[src/rtl/prog_ctr_pkg.sv]
// Shared types, default widths and the wrap-increment helper for the program counter.
// The optional return-address stack is enabled by defining PC_RAS_EN.
package prog_ctr_pkg;

  typedef enum logic [1:0] {
    PC_IDLE = 2'd0,
    PC_RUN  = 2'd1,
    PC_DONE = 2'd2
  } pc_state_t;

  localparam int DEF_L         = 10;
  localparam int DEF_NUM_TGT   = 4;
  localparam int DEF_OFF_W     = 8;
  localparam int DEF_STK_DEPTH = 4;

  // Increment modulo 2^width; width up to 32 bits.
  function automatic logic [31:0] next_pc_inc(input logic [31:0] pc, input int unsigned width);
    logic [31:0] mask;
    mask = (width >= 32) ? 32'hFFFF_FFFF : ((32'd1 << width) - 32'd1);
    return (pc + 32'd1) & mask;
  endfunction

endpackage

[src/rtl/pc_ret_stack.sv]
// LIFO of return addresses: DEPTH entries of W bits with push/pop and full/empty.
// Only instantiated when PC_RAS_EN is defined.
module pc_ret_stack #(
  parameter int DEPTH = 4,
  parameter int W     = 10
) (
  input  logic         clk,
  input  logic         reset,
  input  logic         clear,
  input  logic         push,
  input  logic         pop,
  input  logic [W-1:0] push_data,
  output logic [W-1:0] top_data,
  output logic         full,
  output logic         empty
);

  localparam int PW = $clog2(DEPTH + 1);
  localparam int AW = (DEPTH > 1) ? $clog2(DEPTH) : 1;

  logic [PW-1:0] sp_q;
  logic [PW-1:0] top_idx;
  logic [W-1:0]  mem_q [DEPTH];

  assign top_idx  = sp_q - 1'b1;
  assign top_data = mem_q[top_idx[AW-1:0]];
  assign full     = (sp_q == PW'(DEPTH));
  assign empty    = (sp_q == '0);

  // Pop wins if both are requested; the caller never asks for both anyway.
  always_ff @(posedge clk) begin
    if (reset || clear) begin
      sp_q <= '0;
    end else if (pop && !empty) begin
      sp_q <= sp_q - 1'b1;
    end else if (push && !full) begin
      mem_q[sp_q[AW-1:0]] <= push_data;
      sp_q                <= sp_q + 1'b1;
    end
  end

endmodule

[src/rtl/prog_ctr_gen.sv]
// Fetch-stage program counter with run control, stall, branch-target bank and jumps.
// Define PC_RAS_EN to add the Call/Ret return-address stack and the StkErr flag.
module prog_ctr_gen
  import prog_ctr_pkg::*;
#(
  parameter int L         = DEF_L,
  parameter int NUM_TGT   = DEF_NUM_TGT,
  parameter int OFF_W     = DEF_OFF_W,
  parameter int STK_DEPTH = DEF_STK_DEPTH
) (
  input  logic                       Clk,
  input  logic                       Reset,
  input  logic                       Start,
  input  logic                       Halt,
  input  logic                       Stall,
  input  logic                       TgtWr,
  input  logic [$clog2(NUM_TGT)-1:0] TgtSel,
  input  logic                       OffsetEn,
  input  logic [OFF_W-1:0]           Offset,
  input  logic                       JmpEq,
  input  logic                       JmpNe,
  input  logic                       JmpU,
  input  logic [$clog2(NUM_TGT)-1:0] JmpSel,
  input  logic                       Zero,
  input  logic                       Call,
  input  logic                       Ret,
  output logic [L-1:0]               ProgCtr,
  output logic                       Running,
  output logic                       Done,
  output logic                       StkErr,
  output logic [1:0]                 dbg_state
);

  pc_state_t    state_q, state_d;
  logic [L-1:0] pc_q, pc_d;
  logic [L-1:0] pc_inc;
  logic [L-1:0] off_ext;
  logic [L-1:0] cap_val;
  logic [L-1:0] tgt_q [NUM_TGT];
  logic         cap_en;
  logic         jmp_taken;
  logic         clr_stk;
  logic         push;
  logic         pop;
  logic         err_set;

  assign pc_inc    = L'(next_pc_inc(32'(pc_q), L));
  assign off_ext   = OffsetEn ? L'($signed(Offset)) : '0;
  assign cap_val   = pc_q + off_ext;
  assign jmp_taken = JmpU | (JmpEq & Zero) | (JmpNe & ~Zero);

`ifdef PC_RAS_EN
  logic [L-1:0] stk_top;
  logic         stk_full;
  logic         stk_empty;

  pc_ret_stack #(
    .DEPTH (STK_DEPTH),
    .W     (L)
  ) u_ret_stack (
    .clk       (Clk),
    .reset     (Reset),
    .clear     (clr_stk),
    .push      (push),
    .pop       (pop),
    .push_data (pc_inc),
    .top_data  (stk_top),
    .full      (stk_full),
    .empty     (stk_empty)
  );

  always_ff @(posedge Clk) begin
    if (Reset) begin
      StkErr <= 1'b0;
    end else if (err_set) begin
      StkErr <= 1'b1;
    end
  end
`else
  localparam int unused_stk_depth = STK_DEPTH;
  logic unused_ras;
  assign unused_ras = ^{Call, Ret, clr_stk, push, pop, err_set};
  assign StkErr     = 1'b0;
`endif

  // Jumps and calls read tgt_q before this cycle's capture lands.
  always_comb begin
    state_d = state_q;
    pc_d    = pc_q;
    cap_en  = 1'b0;
    clr_stk = 1'b0;
    push    = 1'b0;
    pop     = 1'b0;
    err_set = 1'b0;
    case (state_q)
      PC_IDLE, PC_DONE: begin
        if (Start) begin
          state_d = PC_RUN;
          pc_d    = '0;
          clr_stk = 1'b1;
        end
      end
      PC_RUN: begin
        if (Start) begin
          pc_d    = '0;
          clr_stk = 1'b1;
        end else if (!Stall) begin
          cap_en = TgtWr;
          if (Halt) begin
            state_d = PC_DONE;
          end
`ifdef PC_RAS_EN
          else if (Ret) begin
            if (stk_empty) begin
              pc_d    = pc_inc;
              err_set = 1'b1;
            end else begin
              pc_d = stk_top;
              pop  = 1'b1;
            end
          end else if (Call) begin
            if (stk_full) begin
              pc_d    = pc_inc;
              err_set = 1'b1;
            end else begin
              pc_d = tgt_q[JmpSel];
              push = 1'b1;
            end
          end
`endif
          else if (jmp_taken) begin
            pc_d = tgt_q[JmpSel];
          end else begin
            pc_d = pc_inc;
          end
        end
      end
      default: begin
        state_d = PC_IDLE;
        pc_d    = '0;
      end
    endcase
  end

  always_ff @(posedge Clk) begin
    if (Reset) begin
      state_q <= PC_IDLE;
      pc_q    <= '0;
      for (int i = 0; i < NUM_TGT; i++) begin
        tgt_q[i] <= '0;
      end
    end else begin
      state_q <= state_d;
      pc_q    <= pc_d;
      if (cap_en) begin
        tgt_q[TgtSel] <= cap_val;
      end
    end
  end

  assign ProgCtr   = pc_q;
  assign Running   = (state_q == PC_RUN);
  assign Done      = (state_q == PC_DONE);
  assign dbg_state = state_q;

endmodule

[config.mk]
export PLATFORM = sky130hd
export DESIGN_NAME = prog_ctr_gen
export DESIGN_NICKNAME = d
export VERILOG_FILES = /design/src/rtl/prog_ctr_pkg.sv /design/src/rtl/pc_ret_stack.sv /design/src/rtl/prog_ctr_gen.sv
export SDC_FILE = /design/constraint.sdc
export NUM_CORES = 1
export LEC_CHECK = 0
export BUFFER_PORTS_ARGS = -buffer_cell sky130_fd_sc_hd__buf_4
export CAP_MARGIN = 40
export CORE_ASPECT_RATIO = 1.25
export CORE_MARGIN = 1.5
export CORE_UTILIZATION = 30
export DETAILED_ROUTE_END_ITERATION = 16
export PLACE_DENSITY = 0.5
export SLEW_MARGIN = 5
export SYNTH_ARGS = -nofsm -noshare
export SYNTH_HDL_FRONTEND = slang
export SYNTH_SLANG_ARGS = --single-unit
[constraint.sdc]
create_clock -name Clk -period 6.6 [get_ports Clk]
set_clock_uncertainty 0.1 [all_clocks]
set_input_delay 0.99 -clock Clk [delete_from_list [all_inputs] [get_ports Clk]]
set_output_delay 0.99 -clock Clk [all_outputs]
set_load 0.005 [all_outputs]
=== Word-level counts from Yosys, hierarchy flattened ===
Memories as Yosys holds them, arrays and structs flattened.
Index checks and enable logic that the tools add are counted.

* Register bits: 12
* Latch bits: 0
* RAM bits: 40
* ROM bits: 0
* Input port bits: 25
* Memories kept: 1

{| class="wikitable"
|+ Memory list
! name !! depth !! width !! read ports !! clocked after memory_dff !! write ports !! RTL line !! source
|-
| tgt_q || 4 || 10 || 1 || 0 || 4 || prog_ctr_gen.sv:39 || <nowiki>logic [L-1:0] tgt_q [NUM_TGT];</nowiki>
|}

* Add/sub/neg operators: 2
* Multipliers: 0
* Div/mod/pow operators: 0
* $lt $le $gt $ge: 0
* Equal/unequal tests: 8
* Shift operators: 0
* Muxes and demuxes: 23
* Bitwise gates (word level): 5
* Reduce and logical (&&, ||, !) cells: 5

{| class="wikitable"
|+ Operators with widths
! cell !! count
|-
| 10-bit two-way mux || 7
|-
| 10-bit one-hot mux with 2 select lines || 1
|-
| 10-bit by 1-bit adder with 10-bit output, second input constant || 1
|-
| 10-bit adder || 1
|-
| 2-bit two-way mux || 5
|-
| 10-bit OR reduction || 1
|-
| 1-bit two-way mux || 9
|-
| 2-bit inequality test, second input constant || 4
|-
| 3-bit inequality test, second input constant || 2
|-
| 2-bit one-hot mux with 2 select lines || 1
|-
| 4-bit AND reduction || 1
|-
| 3-bit AND reduction || 1
|-
| 1-bit AND || 2
|-
| 2-bit by 1-bit == test with 1-bit output, second input constant || 1
|-
| 2-bit == test, second input constant || 1
|-
| 2-bit logical NOT || 1
|-
| 1-bit OR || 2
|-
| 2-bit OR reduction || 1
|-
| 1-bit NOT || 1
|}

=== Logic depth before layout (Yosys ltp) ===
* Depth after elaboration: 8
* Depth in mapped cells: 9
* Mapped depth without buffers: 9

=== Least setup slack after synthesis ===
OpenSTA, ideal clock, no wires.

* Kind: input to register
* Start: in Offset[0]
* End: mem tgt_q[0][6] (netlist bit) (data pin)
* Library setup time: 271 ps
* Arrival time: 2,555 ps
* Data required time: 6,229 ps
* Slack: 3,674 ps
* Cell stages on the path: 9
* Buffers on the path: 0
* Path through: and2_1 -> ha_1 -> inv_1 -> fa_1 -> nor2b_1 -> o31ai_2 -> nor4b_1 -> a2111oi_2 -> nor2_1

{| class="wikitable"
|+ RTL lines
! what !! RTL line !! source
|-
| start: declaration || prog_ctr_gen.sv:19 || <nowiki>input logic [OFF_W-1:0] Offset,</nowiki>
|-
| end: declaration || prog_ctr_gen.sv:39 ||
|}

==> flow_metrics.tcl <==
set metrics [dict create \
    start_kind "input port" \
    timing.max_cap.violations 0 \
    clkLatencyLatePin_ns 0.29 \
    tightest_slew_ns 0.644 \
    max-clock-path-buffers 2 \
    path_max_fanout 13 \
    hold_path_class "reg -> reg" \
    number_of_drc_markers_after_the_initial_detailed_route_iteration 49 \
    final_util 0.370 \
    place.detailed.instances 415 \
    initial_core_util 0.310 \
    share_of_cells_above_drive_strength_1 0.197 \
    fin_setup_tns_ns 0 \
    mappedNetlistNets 302 \
    synth.yosys.warnings 0 \
    critPathRequiredTime_ns 6.43 \
    number_of_antenna_violations_at_the_first_check_in_global_routing 0 \
    grt_max_degree 22 \
    netlist_instances 266 \
    cts.htree.levels 2 \
    cp_data_arrival_time_ns 3.30 \
    ir_drop_mv 0.137 \
    clock_sink_count 52 \
    global_route_total_usage_across_every_layer 0.140 \
    num_antenna_cells 0 \
    synth.yosys.seq_area_share 0.504 \
    status "finished, final reports clean" \
    number_of_distinct_library_cells_after_synthesis 48 \
    vias_per_cell 5.05 \
    fin_hold_ws_ns 0.403 \
    post_cts.resized_instances 0 \
    dp_hpwl_mm 4.96 \
    power_per_cell_area_mw_per_mm2 218 \
    die_h_um 112 \
    slew_headroom 0.570 \
    post-cts-setup-buffers 0 \
    syn2layout_area_growth_pct 19.4 \
    net_count_reported_at_finish 335 \
    synth_flop_cell "sky130_fd_sc_hd__edfxtp_1" \
    cts_root_buf "sky130_fd_sc_hd__clkbuf_16" \
    async_flop_share 0 \
    drt-total-wl_mm 6.83 \
    timing.fmax_mhz 289 \
    synth_area_per_cell_um2 10.7 \
    globalRouteOverflowTotal 0 \
    fp.dieW_um 90.3 \
    number_of_synthesized_register_bits 52 \
    post_synth_instance_area_mm2 0.00286 \
    drv_slew 0 \
    route.detailed.wl_per_inst_um 16.1 \
    first_pass_grt_wire_length_mm 11.0 \
    vias 2135 \
    crit_type "in -> reg" \
    critical_path.endpoint_type "flop" \
    period_minus_slack_ns 3.47 \
    finalHoldViolations 0 \
    total_number_of_placement_rows 39 \
    rsz0062_at_grt "no" \
    drt-pass1-iter-count 4 \
    setup-violations-final 0 \
    first_global_vias 2188 \
    drc_errors 0 \
    antenna_violating_nets_post_route 0 \
    cts_tree "done" \
    fp.coreArea_mm2 0.00922 \
    fp.dieArea_mm2 0.0101 \
    p_leak_uw 0.00126 \
    final_critical_path_share_of_the_clock_period 0.525 \
    port_buffers 36 \
    io_pins 40 \
    synth-edff-count 40 \
    post_cts_hold_buffer_count 0 \
    clock_transition_at_the_register_clock_pins_on_the_worst_setup_and_hold_paths_after_cts_ns 0.07 \
    routability_congestion_estimate 0.803 \
    layout.cells.non_filler 423 \
    cts-buffers-inserted 5 \
]
## state kept, by name, indices dropped and copies added, names as in the netlist
name,flops
tgt_q,40
ProgCtr,10
dbg_state,2
## layer usage
| metal | track usage | vias to the layer above | share of wire |
|---|---|---|---|
| li1 | - | 1044 | - |
| met1 | 0.166 | 1045 | 0.43 |
| met2 | 0.253 | 39 | 0.53 |
| met3 | 0.0251 | 7 | 0.027 |
| met4 | 0.0529 | 0 | 0.017 |
| met5 | 0 | - | 0 |
## placed cells by master, fill, tap and decap left out, types with 2 or more instances in the layout
master                       n
sky130_fd_sc_hd__a21o_1      2
sky130_fd_sc_hd__nand3b_1    4
sky130_fd_sc_hd__and2_1      7
sky130_fd_sc_hd__nor2b_1     6
sky130_fd_sc_hd__nand2_1    16
sky130_fd_sc_hd__a211o_1     2
sky130_fd_sc_hd__a31oi_1     3
sky130_fd_sc_hd__dfxtp_1    12
sky130_fd_sc_hd__ha_1       10
sky130_fd_sc_hd__o32ai_1     3
sky130_fd_sc_hd__a21oi_1    23
sky130_fd_sc_hd__nor2_1     43
sky130_fd_sc_hd__buf_4      36
sky130_fd_sc_hd__inv_1      15
sky130_fd_sc_hd__o21ai_0     5
sky130_fd_sc_hd__nor4_1      2
sky130_fd_sc_hd__or3_1       2
sky130_fd_sc_hd__nor3_1     12
sky130_fd_sc_hd__and3_1      2
sky130_fd_sc_hd__nand2b_1    4
sky130_fd_sc_hd__mux4_2     10
sky130_fd_sc_hd__o21a_1      2
sky130_fd_sc_hd__o22ai_1     3
sky130_fd_sc_hd__edfxtp_1   40
sky130_fd_sc_hd__xor2_1      2
sky130_fd_sc_hd__xnor2_1     3
sky130_fd_sc_hd__nand3_1     4
sky130_fd_sc_hd__clkbuf_16   5
## worst max-delay path, cell delays in order
cell and delay (ns):
sky130_fd_sc_hd__buf_4 0.13, sky130_fd_sc_hd__nor4b_4 0.33, sky130_fd_sc_hd__nand3b_1 0.49, sky130_fd_sc_hd__or3b_1 0.77
sky130_fd_sc_hd__nand2b_1 0.58
## logic make-up (layout without fill, tap and decap cells)
group | Yosys count | in the layout | share of synthesized area
other cells | 1 | 1 | 0.00131
fa+ha+maj | 11 | 11 | 0.0508
buf+inv | 25 | 59 | 0.0355
xor+xnor | 5 | 5 | 0.0153
simple gates | 109 | 109 | 0.192
compound gates | 52 | 52 | 0.119
mux | 11 | 11 | 0.0823
flops | 52 | 52 | 0.504
## Yosys cell counts (5+ instances only)
library cell	count	area (um^2)
sky130_fd_sc_hd__mux4_2	10	225
sky130_fd_sc_hd__o21ai_0	5	25.0
sky130_fd_sc_hd__edfxtp_1	40	1200
sky130_fd_sc_hd__a21oi_1	23	115
sky130_fd_sc_hd__clkbuf_1	6	22.5
sky130_fd_sc_hd__nor3_1	12	60.1
sky130_fd_sc_hd__nor2b_1	6	37.5
sky130_fd_sc_hd__ha_1	10	125
sky130_fd_sc_hd__and2_1	7	43.8
sky130_fd_sc_hd__inv_1	15	56.3
sky130_fd_sc_hd__nand2_1	16	60.1
sky130_fd_sc_hd__nor2_1	43	161
sky130_fd_sc_hd__dfxtp_1	12	240
## area by class of cell
| type | count | area, um^2 |
|---|---|---|
| flip-flops and latches | 52 | 1440 |
| clock inverters | 3 | 50.0 |
| inverters | 15 | 56.3 |
| fillers | 914 | 5810 |
| multi-input cells | 189 | 1320 |
| clock buffers | 5 | 125 |
| repair buffers | 36 | 270 |
| well taps | 123 | 154 |
## metrics by stage
stage / cell area (um^2) / setup WS (ns) / total power (uW)
3_3_place_gp: 3240 / 2.78 / 440
5_1_grt: 3410 / 2.94 / 769
2_1_floorplan: 2860 / 3.67 / 413
6_report: 3410 / 3.13 / 744
4_1_cts: 3410 / 3.09 / 751
3_5_place_dp: 3240 / 2.79 / 441
## power by group
part	internal, uW	total, uW	switching (uW)
combinational	30.8	68.4	37.7
sequential	360	364	3.50
clock	183	311	128
total	574	744	169
## path summary, 6_finish.rpt
kind | end | slack [ns] | cells after the start | start
max | tgt_q[2][3] | 3.13 | 5 | Start
min | ProgCtr[9] | 0.40 | 2 | ProgCtr[9]
max reg2reg | tgt_q[2][3] | 3.54 | 4 | dbg_state[1]
min reg2reg | ProgCtr[9] | 0.40 | 2 | ProgCtr[9]
Power figures use the tool's default switching activity.
